<file path="config.mk">
export PLATFORM = sky130hd
export DESIGN_NAME = side_req_ctrl
export DESIGN_NICKNAME = d
export VERILOG_FILES = /design/src/rtl/traffic_pkg.sv /design/src/rtl/btn_debounce.sv /design/src/rtl/side_req_ctrl.sv
export SDC_FILE = /design/constraint.sdc
export NUM_CORES = 1
export LEC_CHECK = 0
export ABC_AREA = 0
export CAP_MARGIN = 5
export CORE_ASPECT_RATIO = 1.5
export CORE_MARGIN = 2
export CORE_UTILIZATION = 35
export DETAILED_ROUTE_END_ITERATION = 10
export GPL_TIMING_DRIVEN = 0
export PLACE_DENSITY = 0.64
export SETUP_SLACK_MARGIN = 0.02
export SLEW_MARGIN = 10
export SYNTH_ARGS = -nofsm -noshare
export SYNTH_HDL_FRONTEND = slang
export SYNTH_SLANG_ARGS = --single-unit
</file>
<file path="constraint.sdc">
create_clock -name clk -period 2.2 [get_ports clk]
set_clock_uncertainty 0.2 [all_clocks]
set_input_delay 0.44 -clock clk [delete_from_list [all_inputs] [get_ports clk]]
set_output_delay 0.44 -clock clk [all_outputs]
set_load 0.01 [all_outputs]
</file>
<file path="src/rtl/traffic_pkg.sv">
// Shared definitions for the traffic-light controller and its side-road request front end.
package traffic_pkg;

   // Side-request FSM state encoding.
   typedef enum logic [1:0] {
      StIdle    = 2'd0,
      StPending = 2'd1,
      StServing = 2'd2,
      StHoldoff = 2'd3
   } side_state_e;

   // Default timing constants shared with traffic_light.
   localparam int unsigned DefDebounceCycles = 3;
   localparam int unsigned DefHoldoffCycles  = 10;
   localparam int unsigned DefCntW           = 8;

   // Bits needed to hold values 0..max_val, never less than one.
   function automatic int unsigned cnt_width(input int unsigned max_val);
      return (max_val > 0) ? $clog2(max_val + 1) : 1;
   endfunction

endpackage

</file>
<file path="src/rtl/btn_debounce.sv">
// Two-flop synchroniser, level debouncer and one-cycle press pulse on the debounced rising edge.
module btn_debounce
   import traffic_pkg::*;
#(
   parameter int unsigned DEBOUNCE_CYCLES = DefDebounceCycles
) (
   input  logic clk,
   input  logic rst,
   input  logic din,
   output logic level,
   output logic press
);

   localparam int unsigned CntW = cnt_width(DEBOUNCE_CYCLES);

   logic            sync1_q, sync_q;
   logic            db_q, db_d;
   logic [CntW-1:0] cnt_q, cnt_d;
   logic            press_q, press_d;

   // Count consecutive samples that disagree with the held level; flip once enough agree.
   always_comb begin
      db_d  = db_q;
      cnt_d = '0;
      if (sync_q != db_q) begin
         cnt_d = cnt_q + CntW'(1);
         if (cnt_d == CntW'(DEBOUNCE_CYCLES)) begin
            db_d  = ~db_q;
            cnt_d = '0;
         end
      end
      press_d = db_d & ~db_q;
   end

   // Synchroniser, debounce state and registered press pulse.
   always_ff @(posedge clk) begin
      if (!rst) begin
         sync1_q <= 1'b0;
         sync_q  <= 1'b0;
         db_q    <= 1'b0;
         cnt_q   <= '0;
         press_q <= 1'b0;
      end else begin
         sync1_q <= din;
         sync_q  <= sync1_q;
         db_q    <= db_d;
         cnt_q   <= cnt_d;
         press_q <= press_d;
      end
   end

   assign level = db_q;
   assign press = press_q;

endmodule

</file>
<file path="src/rtl/side_req_ctrl.sv">
// Side-road demand conditioner: holds req until the side road is served, then enforces a hold-off.
module side_req_ctrl
   import traffic_pkg::*;
#(
   parameter int unsigned DEBOUNCE_CYCLES = DefDebounceCycles,
   parameter int unsigned HOLDOFF_CYCLES  = DefHoldoffCycles,
   parameter int unsigned CNT_W           = DefCntW
) (
   input  logic             clk,
   input  logic             rst,
   input  logic             btn_raw,
   input  logic             green_side,
   output logic             req,
   output logic             wait_lamp,
   output logic [CNT_W-1:0] served_cnt
);

   localparam int unsigned HoldW = cnt_width(HOLDOFF_CYCLES);

   logic             press;
   logic             unused_level;

   side_state_e      state_q, state_d;
   logic             latched_q, latched_d;
   logic [HoldW-1:0] hold_q, hold_d;
   logic [CNT_W-1:0] served_q, served_d;
   logic             req_q, req_d;
   logic             wait_q, wait_d;

   btn_debounce #(
      .DEBOUNCE_CYCLES(DEBOUNCE_CYCLES)
   ) u_btn_debounce (
      .clk  (clk),
      .rst  (rst),
      .din  (btn_raw),
      .level(unused_level),
      .press(press)
   );

   // Next-state logic; green_side always wins over a coincident press or hold-off expiry.
   always_comb begin
      state_d   = state_q;
      latched_d = latched_q;
      hold_d    = hold_q;
      served_d  = served_q;
      unique case (state_q)
         StIdle: begin
            if (green_side) begin
               state_d = StServing;
            end else if (press) begin
               state_d = StPending;
            end
         end
         StPending: begin
            if (green_side) begin
               state_d = StServing;
               if (served_q != '1) begin
                  served_d = served_q + CNT_W'(1);
               end
            end
         end
         StServing: begin
            if (!green_side) begin
               if (HOLDOFF_CYCLES == 0) begin
                  state_d = StIdle;
               end else begin
                  state_d = StHoldoff;
                  hold_d  = HoldW'(HOLDOFF_CYCLES - 1);
               end
            end
         end
         StHoldoff: begin
            if (green_side) begin
               state_d   = StServing;
               latched_d = 1'b0;
            end else if (hold_q == '0) begin
               // A press landing on the expiry cycle still counts.
               state_d   = (latched_q || press) ? StPending : StIdle;
               latched_d = 1'b0;
            end else begin
               hold_d = hold_q - HoldW'(1);
               if (press) begin
                  latched_d = 1'b1;
               end
            end
         end
         default: state_d = StIdle;
      endcase
      req_d  = (state_d == StPending);
      wait_d = req_d | latched_d;
   end

   // State, counters and registered outputs.
   always_ff @(posedge clk) begin
      if (!rst) begin
         state_q   <= StIdle;
         latched_q <= 1'b0;
         hold_q    <= '0;
         served_q  <= '0;
         req_q     <= 1'b0;
         wait_q    <= 1'b0;
      end else begin
         state_q   <= state_d;
         latched_q <= latched_d;
         hold_q    <= hold_d;
         served_q  <= served_d;
         req_q     <= req_d;
         wait_q    <= wait_d;
      end
   end

   assign req        = req_q;
   assign wait_lamp  = wait_q;
   assign served_cnt = served_q;

endmodule

</file>
==> results.json <==
{
  "crit_required_ns": 1.56,
  "crit_arrival_ns": 1.29,
  "cts_hold_buf": 0,
  "p_per_area_nw_per_um2": 609,
  "final-seq-area_um2": 460,
  "gr-usage-all-layers_pct": 14.0,
  "cts_made_buffers": 3,
  "cp_cell_sequence": "clkdlybuf4s50_1",
  "finalSetupViolations": 0,
  "via_per_inst": 5.24,
  "cts_resized": 0,
  "multiInputGateArea_um2": 504,
  "grt_pass1_vias": 845,
  "ff2ff_path_depth": 7,
  "reg2reg_to": "hold_q[0]",
  "antenna_found_initial": 0,
  "async_reset_ff_share_pct": 0,
  "dieArea_um2": 3310,
  "finalWirelength_um": 2010,
  "max_freq_mhz": 517,
  "pre_cts_slack_ns": 0.0990,
  "synthCells": 112,
  "syn_area_per_cell_um2": 8.94,
  "grt_max_degree": 13,
  "first_pass_iters": 4,
  "setup_slack_ns": 0.265,
  "peakVddDrop_mv": 0.308,
  "max-cap-violations": 0,
  "synthDistinctLibCells": 37,
  "layout-drive-gt1-share_pct": 5.47,
  "hold_viol": 0,
  "post_drt_wl_per_cell_um": 12.2,
  "final_cell_mix": "dfxtp_1 (23), clkdlybuf4s50_1 (12), nor2_1 (9), a21oi_1 (8)",
  "diodes": 0,
  "synth_edf_count": 0,
  "cp-end-kind": "output port",
  "drc_errors": 0,
  "min_path_type": "flip-flop to flip-flop",
  "die_h_um": 69.5,
  "hpwl_um": 1520,
  "placedCellCount": 161,
  "die_x_um": 47.7,
  "crit_cells": 1,
  "area_delta_synth_final_pct": 21.1,
  "nets": 136,
  "period_share_pct": 87.9,
  "clock_latency_ns": 0.26,
  "status": "completed",
  "root_buffer": "clkbuf_8",
  "synth-seq-area-share_pct": 46.0,
  "crit_buf_inv": 1,
  "slew_headroom_pct": 65.5,
  "start_util_pct": 37.0,
  "setup.worst_path.end": "served_cnt[3]",
  "postRouteAntennaNets": 0,
  "synth_area_um2": 1000,
  "ys_warn_count": 0,
  "synth_fp_nets": 119,
  "fin_cells": 165,
  "setup.worst_path.class": "flip-flop to output port",
  "startpoint_type": "flip-flop",
  "ys_seq_elements": 23,
  "rows": 23,
  "drv_slew": 0,
  "synth_area_leaders": "dfxtp_1 (46%), a21oi_1 (4.0%), ha_1 (3.8%)",
  "rsz0062_at_grt": "false",
  "postCtsSetupRepairBufs": 0,
  "final_common_cell": "dfxtp_1",
  "vias": 865,
  "critPathTopFamily": "buffers and inverters",
  "routabilityCongestion": 0.733,
  "rr_startpoint": "hold_q[0]",
  "crit_start": "served_cnt[3]",
  "cp_slowest_cell": "clkdlybuf4s50_1",
  "yosysTopAreaCell": "dfxtp_1",
  "core_area_um2": 2710,
  "reg2reg_slack_ns": 0.32,
  "cp_max_fo": 8,
  "portBuffers": 12,
  "synth-main-ff-cell": "dfxtp_1",
  "p_leak_uw": 0.000435,
  "overflow": 0,
  "cts_tree": "done",
  "grt_pass1_wl_um": 3480,
  "slowest_delay_ns": 0.59,
  "htree_levels": 1,
  "clk_path_buf_depth": 2,
  "cts.clk_slew.worst_paths_ns": 0.08,
  "io-pin-count": 14,
  "min_period_ns": 1.93,
  "yosysTopAreaCellShare_pct": 46.0,
  "worst_slew_pin_slew_ns": 0.509,
  "fillers": 268,
  "drt_iter0_markers": 13,
  "clock-sinks": 23,
  "finalSetupTns_ns": 0
}
[cell usage after synthesis, types with 3 or more instances]
master	count
nor2_1	9
nand2b_1	3
nor3_1	4
a31oi_1	3
dfxtp_1	23
or3_1	3
and2_1	4
nand2_1	5
ha_1	3
o21ai_1	4
a21oi_1	8
inv_1	5
nand3_1	5
o21ai_0	4
[state kept, by name, indices dropped and copies added (netlist names)]
| signal | flops |
|---|---|
| u_btn_debounce.sync_q | 1 |
| wait_lamp | 1 |
| u_btn_debounce.sync1_q | 1 |
| hold_q | 4 |
| latched_q | 1 |
| state_q | 2 |
| req | 1 |
| u_btn_debounce.level | 1 |
| u_btn_debounce.cnt_q | 2 |
| u_btn_debounce.press | 1 |
| served_cnt | 8 |
[cells by family (layout without fill, tap and decap cells)]
group	after synthesis	in the layout	share of synthesized area, %
multiplexers	2	2	2.00
flip-flops	23	23	46.0
XOR/XNOR	2	2	1.75
AO/OA/AOI/OAI	28	28	17.5
AND/OR/NAND/NOR	45	45	25.4
buffers and inverters	9	25	3.63
adder cells (fa/ha/maj)	3	3	3.75
[worst min path at each step]
stage	startpoint	to	slack [ns]	cells after the start
2_1_floorplan	u_btn_debounce.cnt_q[0]	u_btn_debounce.cnt_q[0]	0.19	1
3_3_place_gp	u_btn_debounce.cnt_q[0]	u_btn_debounce.cnt_q[0]	0.20	1
3_5_place_dp	u_btn_debounce.cnt_q[0]	u_btn_debounce.cnt_q[0]	0.21	1
4_1_cts	u_btn_debounce.cnt_q[0]	u_btn_debounce.cnt_q[0]	0.22	1
5_1_grt	u_btn_debounce.cnt_q[0]	u_btn_debounce.cnt_q[0]	0.25	1
6_report	u_btn_debounce.cnt_q[0]	u_btn_debounce.cnt_q[0]	0.21	1
[layer usage]
layer | track usage (%) | vias up | share of wire, %
met2 | 24.2 | 18 | 52
li1 | - | 434 | -
met4 | 6.31 | 0 | 2.2
met3 | 1.82 | 4 | 3.3
met1 | 15.9 | 409 | 42
met5 | 0 | - | 0
[final cells by class]
type | count | share of cell area [%]
well taps | 37 | 3.82
repair buffers | 12 | 9.91
multi-input cells | 80 | 41.6
inverters | 5 | 1.55
flip-flops and latches | 23 | 38.0
clock buffers | 4 | 3.72
plain buffers | 4 | 1.44
[stage by stage]
stage                     power, uW  area [um^2]  utilization, %  hold slack (ns)
after floorplan                 475         1000               -            0.191
after global placement          491         1170            43.2            0.199
after detailed placement        494         1170            43.2            0.205
after CTS                       741         1210            44.8            0.216
after global routing            769         1210            44.8            0.251
final                           738         1210            44.8            0.211
[report_power, final]
part | switching [uW] | total (uW) | internal, uW
clock | 126 | 254 | 129
combinational | 27.7 | 51.5 | 23.8
sequential | 7.02 | 432 | 425
(Power assumes the default switching activity.)
